<file path="src/rtl/imem_boot_loader.sv">
// Streams a length-prefixed, XOR-checksummed image into instruction memory
// and holds the core until a complete, checksum-clean image has landed.
module imem_boot_loader #(
    parameter int MEM_BYTES = 8192,
    parameter int ADDR_W    = 13
) (
    input  logic              clk,
    input  logic              rst_n,
    input  logic              start,
    input  logic              abort,
    input  logic [7:0]        rx_data,
    input  logic              rx_valid,
    output logic              rx_ready,
    output logic              mem_we,
    output logic [ADDR_W-1:0] mem_waddr,
    output logic [7:0]        mem_wdata,
    output logic              cpu_hold,
    output logic              busy,
    output logic              done,
    output logic              err
);
    typedef enum logic [2:0] {IDLE, LEN_LO, LEN_HI, DATA, CSUM, DONE, ERR} state_t;

    localparam logic [16:0] MAX_LEN = 17'(MEM_BYTES);

    state_t            state, state_nx;
    logic [15:0]       len;
    logic [ADDR_W-1:0] cnt;
    logic [7:0]        csum;
    logic              xfer, wr, last, len_bad;
    logic [15:0]       len_full;

    assign busy     = (state == LEN_LO) || (state == LEN_HI) || (state == DATA) || (state == CSUM);
    assign rx_ready = busy;
    assign done     = (state == DONE);
    assign err      = (state == ERR);
    assign cpu_hold = (state != DONE);

    assign xfer     = rx_valid && rx_ready;
    assign wr       = (state == DATA) && xfer;
    assign len_full = {rx_data, len[7:0]};
    assign len_bad  = (len_full == 16'd0) || ({1'b0, len_full} > MAX_LEN);
    assign last     = 17'(cnt) == ({1'b0, len} - 17'd1);

    always_comb begin
        state_nx = state;
        case (state)
            IDLE:   if (start) state_nx = LEN_LO;
            LEN_LO: if (abort) state_nx = ERR;
                    else if (xfer) state_nx = LEN_HI;
            LEN_HI: if (abort) state_nx = ERR;
                    else if (xfer) state_nx = len_bad ? ERR : DATA;
            DATA:   if (abort) state_nx = ERR;
                    else if (xfer && last) state_nx = CSUM;
            CSUM:   if (abort) state_nx = ERR;
                    else if (xfer) state_nx = (rx_data == csum) ? DONE : ERR;
            DONE, ERR: if (start) state_nx = LEN_LO;
            default: state_nx = IDLE;
        endcase
    end

    // The write for a byte accepted on an abort edge still goes out; only later bytes are dropped.
    always_ff @(posedge clk or negedge rst_n) begin
        if (!rst_n) begin
            state     <= IDLE;
            len       <= '0;
            cnt       <= '0;
            csum      <= '0;
            mem_we    <= 1'b0;
            mem_waddr <= '0;
            mem_wdata <= '0;
        end else begin
            state     <= state_nx;
            mem_we    <= wr;
            mem_waddr <= wr ? cnt : '0;
            mem_wdata <= wr ? rx_data : '0;
            if (state_nx == LEN_LO && state != LEN_LO) begin
                len  <= '0;
                cnt  <= '0;
                csum <= '0;
            end else if (xfer) begin
                case (state)
                    LEN_LO: len[7:0]  <= rx_data;
                    LEN_HI: len[15:8] <= rx_data;
                    DATA: begin
                        cnt  <= cnt + ADDR_W'(1);
                        csum <= csum ^ rx_data;
                    end
                    default: ;
                endcase
            end
        end
    end
endmodule

</file>
<file path="config.mk">
export PLATFORM = sky130hd
export DESIGN_NAME = imem_boot_loader
export DESIGN_NICKNAME = d
export VERILOG_FILES = /design/src/rtl/imem_boot_loader.sv
export SDC_FILE = /design/constraint.sdc
export NUM_CORES = 1
export LEC_CHECK = 0
export BUFFER_PORTS_ARGS = -buffer_cell sky130_fd_sc_hd__buf_2
export CAP_MARGIN = 30
export CORE_ASPECT_RATIO = 1.4
export CORE_MARGIN = 1.5
export CORE_UTILIZATION = 63
export DETAILED_ROUTE_END_ITERATION = 8
export HOLD_SLACK_MARGIN = 0.03
export PLACE_DENSITY = 0.85
export SETUP_SLACK_MARGIN = 0.15
export SLEW_MARGIN = 0
export SYNTH_ARGS = -nofsm -noshare
export SYNTH_HDL_FRONTEND = slang
export SYNTH_SLANG_ARGS = --single-unit
</file>
<file path="constraint.sdc">
create_clock -name clk -period 7.96 [get_ports clk]
set_input_delay 1.592 -clock clk [delete_from_list [all_inputs] [get_ports clk]]
set_output_delay 1.592 -clock clk [all_outputs]
set_load 0.005 [all_outputs]
</file>
[After elaboration in Yosys (flattened, before gate mapping)]
Cells that the tools add are included.
Storage, ports and cells
  register bits after elaboration: 62
  logic and storage cells: 65
  output and inout port bits: 27
  bits of input ports: 13
Operators by class
  $lt $le $gt $ge: 1
  eq/ne operators: 11
  add/sub/neg operators: 2
  bitwise logic cells: 1
  muxes and demuxes: 24
  reductions and logical operators: 18
Operators with widths (number)
  $mux 13: 4
  $mux 8: 6
  $mux 16: 2
  $mux 3: 10
  $eq 13x17->1: 1
  $sub 16x1->17 const B: 1
  $gt 16x14->1 const B: 1
  $logic_not 16->1: 1
  $pmux 3 s5: 1
  $add 13x1->13 const B: 1
  $eq 3x3->1 const B: 3
  $eq 8x8->1: 1
  $reduce_bool 2->1: 4
  $xor 8x8->8: 1
  $eq 3x1->1 const B: 2
  $eq 3x2->1 const B: 2
  $reduce_and 2->1: 3
  $logic_and 1x1->1: 4
  $logic_or 1x1->1: 4
  $logic_not 3->1: 1
  $ne 3x1->1 const B: 1
  $ne 3x3->1 const B: 1
  $reduce_or 3->1: 1
  $mux 2: 1

[Logic depth before layout (Yosys ltp)]
Gate-level depths: netlist (run 1).
  word-level depth: 13
  mapped depth: 10
  depth with buffers taken out: 8

[Worst setup path before layout (run 1)]
Ideal clock, no wire load.
  path type: input to register
  start point: input port rx_data[0]
  end point: register cnt[2]
  path slack: 4.453 ns
  arrival time: 3.386 ns
  stages: 8
  setup time: 0.121 ns
  cells stage by stage: nor4_1 -> nand4_1 -> xnor2_1 -> or3_4 -> o32a_2 -> nor2_2 -> buf_2 -> nor2_1
On the way
  cells in the longest elaborated chain, start to end: 10
Ends and longest elaborated chain
  start: declaration: RTL line 11  | input logic [7:0] rx_data,
  $gt 16x14->1 / $logic_not 16->1 (equally long branches): RTL line 42  | assign len_bad = (len_full == 16'd0) || ({1'b0, len_full} > MAX_LEN);
  $logic_or 1x1->1: RTL line 42
  $mux 3 (2 in series): RTL line 52  | else if (xfer) state_nx = len_bad ? ERR : DATA;
  $mux 3: RTL line 51  | LEN_HI: if (abort) state_nx = ERR;
  $pmux 3 s5 *: RTL line 47  | case (state)
  $eq 3x1->1 *: RTL line 77  | if (state_nx == LEN_LO && state != LEN_LO) begin
  $logic_and 1x1->1 *: RTL line 77
  $reduce_bool 2->1 (no line)
  $reduce_and 2->1 (no line)
  end signal: assignment: RTL line 86  | cnt <= cnt + ADDR_W'(1);
  end: declaration: RTL line 28  | logic [ADDR_W-1:0] cnt;
Mark *: on every way between the ends. The rest lies on a longest branch, timed or not.
A chain may end at the register's enable or synchronous reset.

[Worst setup path in the final report (run 1)]
  start point: input port rx_data[0]
  end point: register len[0]
On the way
  cells in the longest elaborated chain, start to end: 10
Ends and longest elaborated chain
  $gt 16x14->1 / $logic_not 16->1 (equally long branches): RTL line 42
  $logic_or 1x1->1: RTL line 42
  $mux 3 (2 in series): RTL line 52
  $mux 3: RTL line 51
  $pmux 3 s5: RTL line 47
  $eq 3x1->1: RTL line 77
  $logic_and 1x1->1: RTL line 77
  $reduce_bool 2->1 (no line)
  $reduce_and 2->1 (no line)
  end signal: assignment: RTL line 83  | LEN_LO: len[7:0] <= rx_data;
  end: declaration: RTL line 27  | logic [15:0] len;
Parallel ways exist; a longest one is shown, timed or not. The select of a mux whose other input is x is not followed.

==> summary.txt, run 1 <==
Outcome
  – Outcome: completed

Floorplanning
  – IO Count: 40
  – Die area: 5760 um^2
  – Die Ht: 89.2 um
  – Initial Util: 64.8%
  – Core region area: 5160 um^2
  – Die Wd: 64.6 um
  – Rows: 31

Logic synthesis
  – Yosys warning total: 0
  – Ranking of synthesized cells by area: dfrtp_1, xnor2_1, nand2_1
  – Count leader, synth: dfrtp_1
  – Seq cells post-synth: 62
  – Post-synth top area share: 46.4%
  – Main synth FF type: dfrtp_1
  – Seq/Total Area, Yosys: 46.4%
  – Most instantiated cells after synthesis: dfrtp_1, nand2_1, nor2_1, xnor2_1, a21oi_1
  – Synth Instances: between 300 and 400
  – Distinct cell type count after synthesis: 48
  – Cell Area, Synth: 3340 um^2
  – EDFF count, synth: 0
  – Async SR Flop Fraction: 100%
  – Syn Area/Cell: 9.23 um^2
  – Post-synth net total: 377
  – Yosys top cell by area: dfrtp_1

Cells and area
  – Syn-to-layout area delta: 11.9%
  – Area of the multi-input gates: approximately 1600 um^2
  – ANT cells: 0
  – Fin nets: slightly above 400
  – Share of cells above drive strength 1: about 17%
  – Flip-flop and latch area: ~1600 um^2
  – # fillers: 387
  – Final Cell Area: 3740 um^2

Global routing
  – Total GRT Usage: 28.2%
  – First-pass GRT wire length: 12.1 mm
  – Initial antenna violation count: 0
  – Largest net degree at the start of global routing: 63
  – Vias in the first global route: 2502
  – GRT overflow: 0

Routing
  – Post-route ant nets: 0
  – Remaining DRCs: 0
  – Vias/cell: 5.82
  – Max Used Layer: met4
  – DRT Pass-1 Iters: 5
  – DR WL/cell: 15.6 um
  – Met2 routed WL: 3.86 mm
  – Final WL: 7.28 mm
  – Iter 0 DRT Violations: 190
  – Vias: approximately 2700
  – DRT met1 WL: 2.87 mm
  – Met3 WL: around 360 um

STA
  – Max-slew headroom: a little under half
  – Final Critical Period: 3.86 ns
  – Setup TNS: 0 ns
  – RSZ-0062 raised after global routing: no
  – Period utilization: 48.4%
  – Setup violations, final: 0
  – Skew final: about 0.0096 ns
  – Fmax: 0.259 GHz
  – Final Hold Fails: 0
  – Final Slew Violations: 0
  – Hold slack final: 0.549 ns
  – Actual slew at the worst max-slew pin: approximately 0.8 ns

Clock tree
  – # Post-CTS Setup Buffers: 0
  – CTS max path bufs: 2
  – Clock Pin Slew Worst Setup and Hold Paths: 0.07 ns
  – Clk Latency, worst-skew pair: 0.34 ns
  – CTS tree: built
  – Root buf cell: clkbuf_8
  – CTS Buf Count: 9
  – Post-CTS Resized: 0
  – H-tree level count: 3
  – Cts hold-fix bufs: 0
  – Clk sinks: 62

Power
  – Lkg Pwr: ~1.7 nW
  – Total Power: 1.34 mW
  – Pwr Density: 357 nW/um^2
  – Peak VDD IR: about 0.21 mV

Critical path
  – Crit. End Element: flop
  – Crit-path max FO: 24
  – CP arrival: 4.05 ns
  – Worst Reg-to-Reg Cells: 8
  – CP required: 8.16 ns
  – CP Cell Sequence: buf_2 > nor4_1 > nand4_1 > xnor2_1 > or3_4 > o32a_2 > nor2_2 > buf_4 > o31ai_1
  – Critical path startpoint category: primary input
  – CP max stage delay: 0.48 ns
  – Critical path class: primary input to flop
  – Crit-path slowest cell: nor2_2

Job
  – Max-Cap Viols: 0

Placed design
  – DP HPWL: 5.09 mm
  – IO Port Bufs: 39
  – Final GP Congestion: about 0.91
  – Placed Area: between 3000 and 4000 um^2

Worst hold path
  – Hold WC Path Type: flop to flop
  – Worst Hold Depth: 2
-- logic make-up (layout without fill, tap and decap cells) --
logic type	count (synthesis)	count (layout)	share of synthesized area (%)
flip-flops	62	62	46.4
XOR/XNOR	48	48	12.6
adder cells (fa/ha/maj)	2	2	0.749
buffers and inverters	28	67	4.60
AND/OR/NAND/NOR	172	172	25.5
multiplexers	3	3	0.899
AO/OA/AOI/OAI	47	47	9.25
-- placed cells by master, fill, tap and decap left out, types with 4 or more instances in the layout --
cell,netlist,routed
dfrtp_1,62,62
nand2_1,54,54
nor2_1,45,45
buf_2,3,39
xnor2_1,34,34
a21oi_1,23,23
and2_1,19,19
xor2_1,14,14
clkbuf_8,3,10
inv_1,9,9
nor3_1,8,8
nor4_1,7,7
o21ai_0,7,7
nand2b_1,6,6
nand4_1,6,6
nand3_1,5,5
a31oi_1,4,4
-- power breakdown --
group	leakage, nW	total, mW	switching (mW)	internal [mW]
logic	0.800	0.551	0.303	0.248
registers	0.841	0.482	0.105	0.377
clock network	0.104	0.302	0.117	0.185
total	1.74	1.34	0.525	0.810
-- critical path, delay by kind of cell --
kind | cells | cell delay, ns
xor+xnor | 1 | 0.17
compound gates | 2 | 0.50
buf+inv | 2 | 0.50
simple gates | 4 | 1.27
-- registers in the layout, summed over array words and instances, names as in the netlist --
signal	cells
len	16
cnt	13
mem_waddr	13
csum	8
mem_wdata	8
state	3
mem_we	1
-- layout make-up --
class                      count  share of cell area, %
clock buffer                  13                   3.98
tap                           66                   2.21
timing repair buffer          42                   5.82
multi-input combinational    272                   43.8
inverter                       9                  0.904
clock inverter                 3                   1.81
sequential                    62                   41.5
-- stage by stage --
stage / cells / worst slack (ns) / util, %
2_1_floorplan: 362 / 4.45 / -
5_1_grt: 467 / 3.88 / 72.5
3_5_place_dp: 451 / 3.77 / 68.3
6_report: 467 / 4.10 / 72.5
4_1_cts: 467 / 4.11 / 72.5
3_3_place_gp: 451 / 3.80 / 68.3
-- worst paths after layout --
kind / from / to / slack, ns
hold reg to reg: len[15] / len[15] / 0.55
max in group asynchronous: rst_n / csum[5] / 6.04
hold / removal: len[15] / len[15] / 0.55
setup / recovery: rx_data[0] / len[0] / 4.10
min in group asynchronous: rst_n / mem_waddr[2] / 1.40
setup reg to reg: len[2] / len[0] / 4.66
-- metal layers --
metal	global-route usage, %	vias to the layer above
met2	48.4	102
met5	0	-
met3	5.79	22
met1	33.5	1299
li1	-	1296
met4	15.1	0
Power figures use the tool's default switching activity.
==> run 2, diff against run 1 <==
- ABC_AREA: default -> 1
- CORE_UTILIZATION: 63 -> 59
- PLACE_DENSITY: 0.85 -> 0.8
- clock period: 7.96 -> 3.8 ns (I/O delays scaled with it)
==> run 2 against run 1 <==
First-iteration DRC count down 31%. Routed wire length grew 8.0%. Register-to-register slack got worse by 3.6 ns. Global-route usage decreased by 0.70 points. Combinational power grew to 2.7 times the previous value. Die area rose by 13%. Power is 120% higher. Critical path depth increased by 5. Final cell count is 27% higher. Largest power group unchanged. Highest routed layer unchanged.
==> summary.txt, run 2 <==
Cells and area
  – Syn-to-layout area delta: 12.2%
  – Max FFs per register: 16 (unchanged)
  – Final Cell Area: 3980 um^2 (+6.3%)
  – Fin nets: 536 (+30%)
  – Largest regs: len: 16 flops, cnt: 13 flops, mem_waddr: 13 flops
  – # fillers: 467 (+21%)
  – Largest register by flop count: len
  – Area of the multi-input gates: 1630 um^2 (-0.61%)
  – Most frequent cells in the layout: nand2_1, inv_1, dfrtp_1
  – Most common cell after layout, fill and taps aside: nand2_1
  – Share of cells above drive strength 1: 18.7% (+1.7 points)
  – Flip-flop and latch area: 1550 um^2 (unchanged)
  – ANT cells: 0 (unchanged)

Logic synthesis
  – Synth Instances: 476 (+31%)
  – Yosys top cell by area: dfrtp_1
  – Most instantiated cells after synthesis: nand2_1, inv_1, dfrtp_1, nor2_1, nand3_1
  – Seq/Total Area, Yosys: 43.8% (-2.6 points)
  – Ranking of synthesized cells by area: dfrtp_1, nand2_1, inv_1
  – Cell Area, Synth: 3540 um^2 (+6.0%)
  – Yosys warning total: 0 (unchanged)
  – Post-synth net total: 491 (+30%)
  – Distinct cell type count after synthesis: 35 (-27%)
  – Count leader, synth: nand2_1
  – Syn Area/Cell: 7.44 um^2 (-19%)
  – Main synth FF type: dfrtp_1
  – Post-synth top area share: 43.8% (-2.6 points)
  – Async SR Flop Fraction: 100% (unchanged)
  – Seq cells post-synth: 62 (unchanged)
  – EDFF count, synth: 0 (unchanged)

Critical path
  – Critical path class: flop to flop
  – Worst path bufs/invs: 2 (unchanged)
  – Worst Reg-to-Reg Cells: 14 (+6)
  – CP top delay family: simple AND/OR/NAND/NOR gates
  – Crit-path max FO: 30 (+25%)
  – RR Startpoint: len[0]
  – CP arrival: 3.01 ns (-1.04 ns)
  – Crit. End Element: flop
  – CP required: 4.04 ns (-4.12 ns)
  – Most frequent CP cell: nand2_1
  – CP max stage delay: 0.41 ns (-0.07 ns)
  – RR Endpoint: len[10]
  – CP Cell Sequence: inv_1 > ha_1 > nand3_1 > nor2_1 > nand4_1 > nand2_1 > nand3_1 > nand2_1 > nand2_1 > a21oi_2 > nand4_4 > buf_4 > nand3_1 > nand2_1
  – Critical path startpoint category: flop
  – Crit-path slowest cell: dfrtp_1
  – Reg2Reg Setup Slack: 1.02 ns (-3.64 ns)

STA
  – Max-slew headroom: 59.7% (+13 points)
  – Skew final: 0.00869 ns (-0.000956 ns)
  – Period utilization: 73.1%
  – Fmax: roughly 0.36 GHz
  – Setup violations, final: 0 (unchanged)
  – Setup TNS: 0 ns (unchanged)
  – RSZ-0062 raised after global routing: no
  – Final Hold Fails: 0 (unchanged)
  – Final Critical Period: around 2.8 ns
  – Final Slew Violations: 0 (unchanged)
  – Actual slew at the worst max-slew pin: 0.602 ns (-0.197 ns)

Power
  – Total Power: 2.95 mW (+120%)
  – Pint: 1.59 mW (+96%)
  – Logic gate share of total power: 49.8% (+8.5 points)
  – Lkg Pwr: 2.29 nW (+31%)
  – Switch share: 46.2% (+6.9 points)
  – Clk network pwr share: 18.9% (-3.7 points)
  – Switching pwr: 1.36 mW (+160%)
  – Peak VDD IR: 0.393 mV (+85%)
  – Register share of total power: 31.3% (-4.8 points)
  – Pwr Density: 742 nW/um^2 (+110%)

Routing
  – Post-route ant nets: 0 (unchanged)
  – DR WL/cell: 13.2 um (-15%)
  – Iter 0 DRT Violations: 131 (-31%)
  – Vias/cell: 5.32 (-8.6%)
  – Final WL: 7.85 mm (+8.0%)
  – DRT Pass-1 Iters: 5 (unchanged)
  – Vias: 3168 (+17%)
  – Remaining DRCs: 0 (unchanged)

Clock tree
  – Cts hold-fix bufs: 0 (unchanged)
  – CTS max path bufs: 2 (unchanged)
  – Root buf cell: clkbuf_8
  – Post-CTS Resized: 0 (unchanged)
  – H-tree level count: 3 (unchanged)
  – CTS tree: built
  – Clock Pin Slew Worst Setup and Hold Paths: 0.07 ns (about the same)
  – CTS Buf Count: 9 (unchanged)
  – # Post-CTS Setup Buffers: 0 (unchanged)
  – Clk sinks: 62 (unchanged)
  – Clk Latency, worst-skew pair: 0.35 ns (about the same)

Global routing
  – Vias in the first global route: 2937 (+17%)
  – GRT overflow: 0 (unchanged)
  – First-pass GRT wire length: 13.2 mm (+9.0%)
  – Initial antenna violation count: 0 (unchanged)
  – Largest net degree at the start of global routing: 43 (-32%)
  – Total GRT Usage: 27.5% (-0.70 points)

Floorplanning
  – Die area: 6490 um^2 (+13%)
  – Die Wd: 68.5 um (+6.1%)
  – IO Count: 40 (unchanged)
  – Core region area: 5820 um^2 (+13%)
  – Rows: 33 (+6.5%)
  – Initial Util: 60.9% (-3.9 points)
  – Die Ht: 94.7 um (+6.2%)

Placed design
  – Placed Area: 3790 um^2 (+7.5%)
  – DP HPWL: 5.83 mm (+14%)
  – Final GP Congestion: 0.916 (+0.14%)
  – IO Port Bufs: 39 (unchanged)

Job
  – Max-Cap Viols: 0 (unchanged)

Outcome
  – Outcome: completed

Worst hold path
  – Hold WC Path Type: primary input to asynchronous set/reset pin
run 2: changes by cell type after synthesis, sizes merged, moves of 6 or more:
cell	delta
inv	+70
nand2	+69
nand3	+58
xnor2	-27
nor2	+25
a21oi	-21
and2	-19
clkbuf	-12
or2	+8
nand2b	-6
nor4	-6
run 2: worst max path at each step:
stage	from	end	slack, ns	cells past startpoint
finish	len[0]	len[10]	1.02	14
global route	len[0]	len[15]	0.78	14
CTS	len[0]	len[10]	1.05	14
detailed placement	rx_data[6]	len[10]	0.93	12
global placement	rx_data[6]	len[13]	1.01	12
floorplan	rx_data[2]	cnt[9]	1.76	12
run 2: metrics by stage:
step	utilization [%]	hold slack, ns	setup WS (ns)	cells
CTS	68.3	0.353	1.05	595
detailed placement	65.1	0.516	0.925	580
floorplan	-	0.464	1.76	476
global placement	65.1	0.519	1.01	580
finish	68.3	0.340	1.02	595
global route	68.3	0.377	0.776	595
run 2: cells by family (layout without fill, tap and decap cells):
logic type                 after synthesis  in the layout  share of synthesized area, %
xor gates and xnor gates                16             16                          3.95
and+or+nand+nor                        283            283                          37.1
AOI/OAI and AO/OA                       24             24                          4.17
DFF                                     62             62                          43.8
buffers and inverters                   89            138                          10.3
adders and majority gates                2              2                         0.706
run 2: worst register-to-register path: stages (launching register included):
cell and delay [ns]:
dfrtp_1 0.41, inv_1 0.08, ha_1 0.19, nand3_1 0.09, nor2_1 0.30, nand4_1 0.13, nand2_1 0.09, nand3_1 0.06
nand2_1 0.07, nand2_1 0.08, a21oi_2 0.22, nand4_4 0.38, buf_4 0.38, nand3_1 0.12, nand2_1 0.07
run 2: per-layer routing:
layer	track usage, %	up-vias	part of all wire [%]
met3	5.72	20	5.4
met1	32.0	1466	40
met5	0	-	0
met2	46.7	105	52
li1	-	1577	-
met4	13.5	0	2.9
run 2: power by group through the flow:
stage / registers (mW) / clock network (mW) / logic (mW)
6_report: 0.922 / 0.557 / 1.47
5_1_grt: 0.941 / 0.601 / 1.68
4_1_cts: 0.919 / 0.570 / 1.47
3_5_place_dp: 0.928 / 0 / 1.46
3_3_place_gp: 0.925 / 0 / 1.42
2_1_floorplan: 0.894 / 0 / 1.23
run 2: layout make-up:
type	count	share of cell area, %
sequential	62	39.0
clock inverter	6	1.61
multi-input combinational	325	40.9
inverter	81	7.65
clock buffer	9	3.12
timing repair buffer	42	5.48
tap	70	2.20
==> run 3, diff against run 2 <==
- ABC_AREA: 1 -> 0
- CORE_UTILIZATION: 59 -> 58
- clock period: 3.8 -> 2.6 ns (I/O delays scaled with it)
==> run 3 against run 2 <==
First-iteration DRC count grew 67%. Combinational power rose by 65%. Highest routed layer unchanged. Via count decreased by 13%. Critical path depth shrank 6. Utilization grew 5.0 points. Largest power group unchanged.
==> summary.txt, run 3 (synthesis results as in run 1) <==
Outcome
  – Outcome: completed

Floorplanning
  – Die area: 6230 um^2 (-3.9%)
  – IO Count: 40 (unchanged)
  – Core region area: 5530 um^2 (-5.1%)
  – Initial Util: 60.5% (-0.38 points)
  – Rows: 32 (-3.0%)
  – Die Wd: 67.2 um (-2.0%)
  – Die Ht: 92.8 um (-2.0%)

Clock tree
  – Clk sinks: 62 (unchanged)
  – Clk Latency, worst-skew pair: 0.35 ns (about the same)
  – Clock Pin Slew Worst Setup and Hold Paths: 0.07 ns (about the same)
  – Root buf cell: clkbuf_8
  – Cts hold-fix bufs: 0 (unchanged)
  – H-tree level count: 3 (unchanged)
  – CTS max path bufs: 2 (unchanged)
  – CTS tree: built
  – CTS Buf Count: 9 (unchanged)

Cells and area
  – Post-layout util: 73.3% (+5.0 points)
  – Syn-to-layout area delta: 21.2%
  – Share of cells above drive strength 1: 23.3% (+4.6 points)
  – Finished Layout Cells: 493 (-17%)
  – Most frequent cells in the layout: dfrtp_1, nand2_1, nor2_1
  – ANT cells: 0 (unchanged)
  – Largest register by flop count: len
  – Largest regs: len: 16 flops, cnt: 13 flops, mem_waddr: 13 flops
  – Fin nets: 435 (-19%)
  – Most common cell after layout, fill and taps aside: dfrtp_1
  – Max FFs per register: 16 (unchanged)

Routing
  – Post-route ant nets: 0 (unchanged)
  – Vias/cell: 5.59 (+4.9%)
  – Final WL: 7.58 mm (-3.5%)
  – Vias: 2754 (-13%)
  – DRT Pass-1 Iters: 4 (-1)
  – Remaining DRCs: 0 (unchanged)
  – DR WL/cell: 15.4 um (+16%)
  – Iter 0 DRT Violations: 219 (+67%)

STA
  – Final Hold Fails: 0 (unchanged)
  – Setup TNS: 0 ns (unchanged)
  – Fin worst setup slack: 0.112 ns (-0.911 ns)
  – Max-slew headroom: 49.0% (-11 points)
  – Final Critical Period: 2.49 ns (-0.289 ns)
  – Setup violations, final: 0 (unchanged)
  – Final Slew Violations: 0 (unchanged)
  – Period utilization: 95.7% (+23 points)
  – Fmax: 0.402 GHz (+12%)
  – Skew final: 0.00856 ns (-0.000129 ns)
  – RSZ-0062 raised after global routing: yes
  – Hold slack final: 0.324 ns (-0.0161 ns)
  – Actual slew at the worst max-slew pin: 0.766 ns (+0.164 ns)

Global routing
  – Total GRT Usage: 27.3% (-0.20 points)
  – GR Layer Usage met1: 32.6% (+0.63 points)
  – Largest net degree at the start of global routing: 63 (+47%)
  – Initial antenna violation count: 0 (unchanged)
  – First-pass GRT wire length: 12.8 mm (-3.0%)
  – GRT overflow: 0 (unchanged)
  – Vias in the first global route: 2782 (-5.3%)
  – M3 GR Usage: 7.05% (+1.3 points)
  – Grt met2 use: 44.8% (-1.9 points)
  – Layer with the highest usage: met2

Critical path
  – Crit. End Element: flop
  – Crit path depth: 8 (-6)
  – Critical path class: flop to flop
  – CP max stage delay: 0.44 ns (+0.03 ns)
  – Critical path startpoint category: flop
  – Worst path bufs/invs: 1 (-1)
  – Reg2Reg Setup Slack: 0.11 ns (-0.91 ns)
  – RR Startpoint: len[2]
  – CP top delay family: simple AND/OR/NAND/NOR gates
  – CP required: 2.82 ns (-1.22 ns)
  – Crit-path slowest cell: or4_4
  – CP Cell Sequence: nor4_4 > nand2_1 > buf_4 > mux2i_1 > or4_4 > a2111oi_4 > and4_4 > a21oi_2
  – RR Endpoint: state[1]
  – Critical Path Start: len[2]
  – Critical Path End: state[1]
  – Worst Reg-to-Reg Cells: 8 (-6)
  – CP arrival: 2.71 ns (-0.30 ns)
  – Crit-path max FO: 3 (-90%)

Placed design
  – Pre-CTS setup slack: 0.0450 ns (-0.881 ns)
  – IO Port Bufs: 39 (unchanged)
  – Final GP Congestion: 0.926 (+1.1%)
  – Placed Cells: 473 (-18%)
  – DP HPWL: 5.19 mm (-11%)

Worst hold path
  – Hold WC Path Type: primary input to asynchronous set/reset pin

Power
  – Peak VDD IR: 0.599 mV (+52%)
  – Lkg Pwr: 1.92 nW (-16%)
  – Pwr Density: 1180 nW/um^2 (+59%)

Job
  – Max-Cap Viols: 0 (unchanged)
-- run 3: cell count changes in the layout (fill, tap and decap cells not counted), sizes merged, moves of 6 or more --
cell	change
buf	+24
inv	-70
a21oi	+21
xnor2	+27
or2	-8
nand2b	+6
nand2	-69
and2	+19
nor4	+6
nor2	-25
nand3	-58
-- run 3: cell type report --
type                    instances  area, um^2
well taps                      68        85.1
inverters                       9        33.8
clock inverters                 3        65.1
fillers                       398        1470
repair buffers                 66         433
clock buffers                  13         169
multi-input cells             272        1710
flip-flops and latches         62        1550
-- run 3: what timing repair did --
| action | in CTS | in global routing |
|---|---|---|
| resized for setup | 1 | 13 |
| endpoints found under the hold margin | 0 | 0 |
| setup buffers | 4 | 0 |
| setup endpoints to repair | 2 | 40 |
| pin swaps | 1 | 12 |
-- run 3: how the worst min path moves through the flow --
stage,startpoint,end,slack (ns)
3_5_place_dp,len[15],len[15],0.53
6_report,rst_n,mem_waddr[0],0.32
3_3_place_gp,len[15],len[15],0.53
2_1_floorplan,rst_n,cnt[0],0.22
4_1_cts,rst_n,mem_waddr[3],0.35
5_1_grt,rst_n,mem_waddr[1],0.40
-- run 3: through the flow --
stage / instance area, um^2 / power (mW)
6_report: 4050 / 4.77
5_1_grt: 4050 / 5.09
4_1_cts: 3980 / 4.54
2_1_floorplan: 3370 / 2.88
3_3_place_gp: 3710 / 3.37
3_5_place_dp: 3710 / 3.43
-- run 3: report_power, final --
part	switching [mW]	internal, mW
Clock	0.372	0.617
Combinational	1.24	1.19
Sequential	0.195	1.16
Total	1.81	2.96
-- run 3: worst register-to-register path: cells and delay by family (launching register included) --
family	cells	cell delay (ns)
buffers and inverters	1	0.16
muxes	1	0.13
and+or+nand+nor	4	1.26
DFF	1	0.41
AOI/OAI and AO/OA	2	0.41
-- run 3: per-layer routing --
layer / up-vias / share of wire [%]
li1: 1333 / -
met3: 17 / 4.8
met1: 1318 / 41
met4: 0 / 2.6
met2: 86 / 51
met5: - / 0
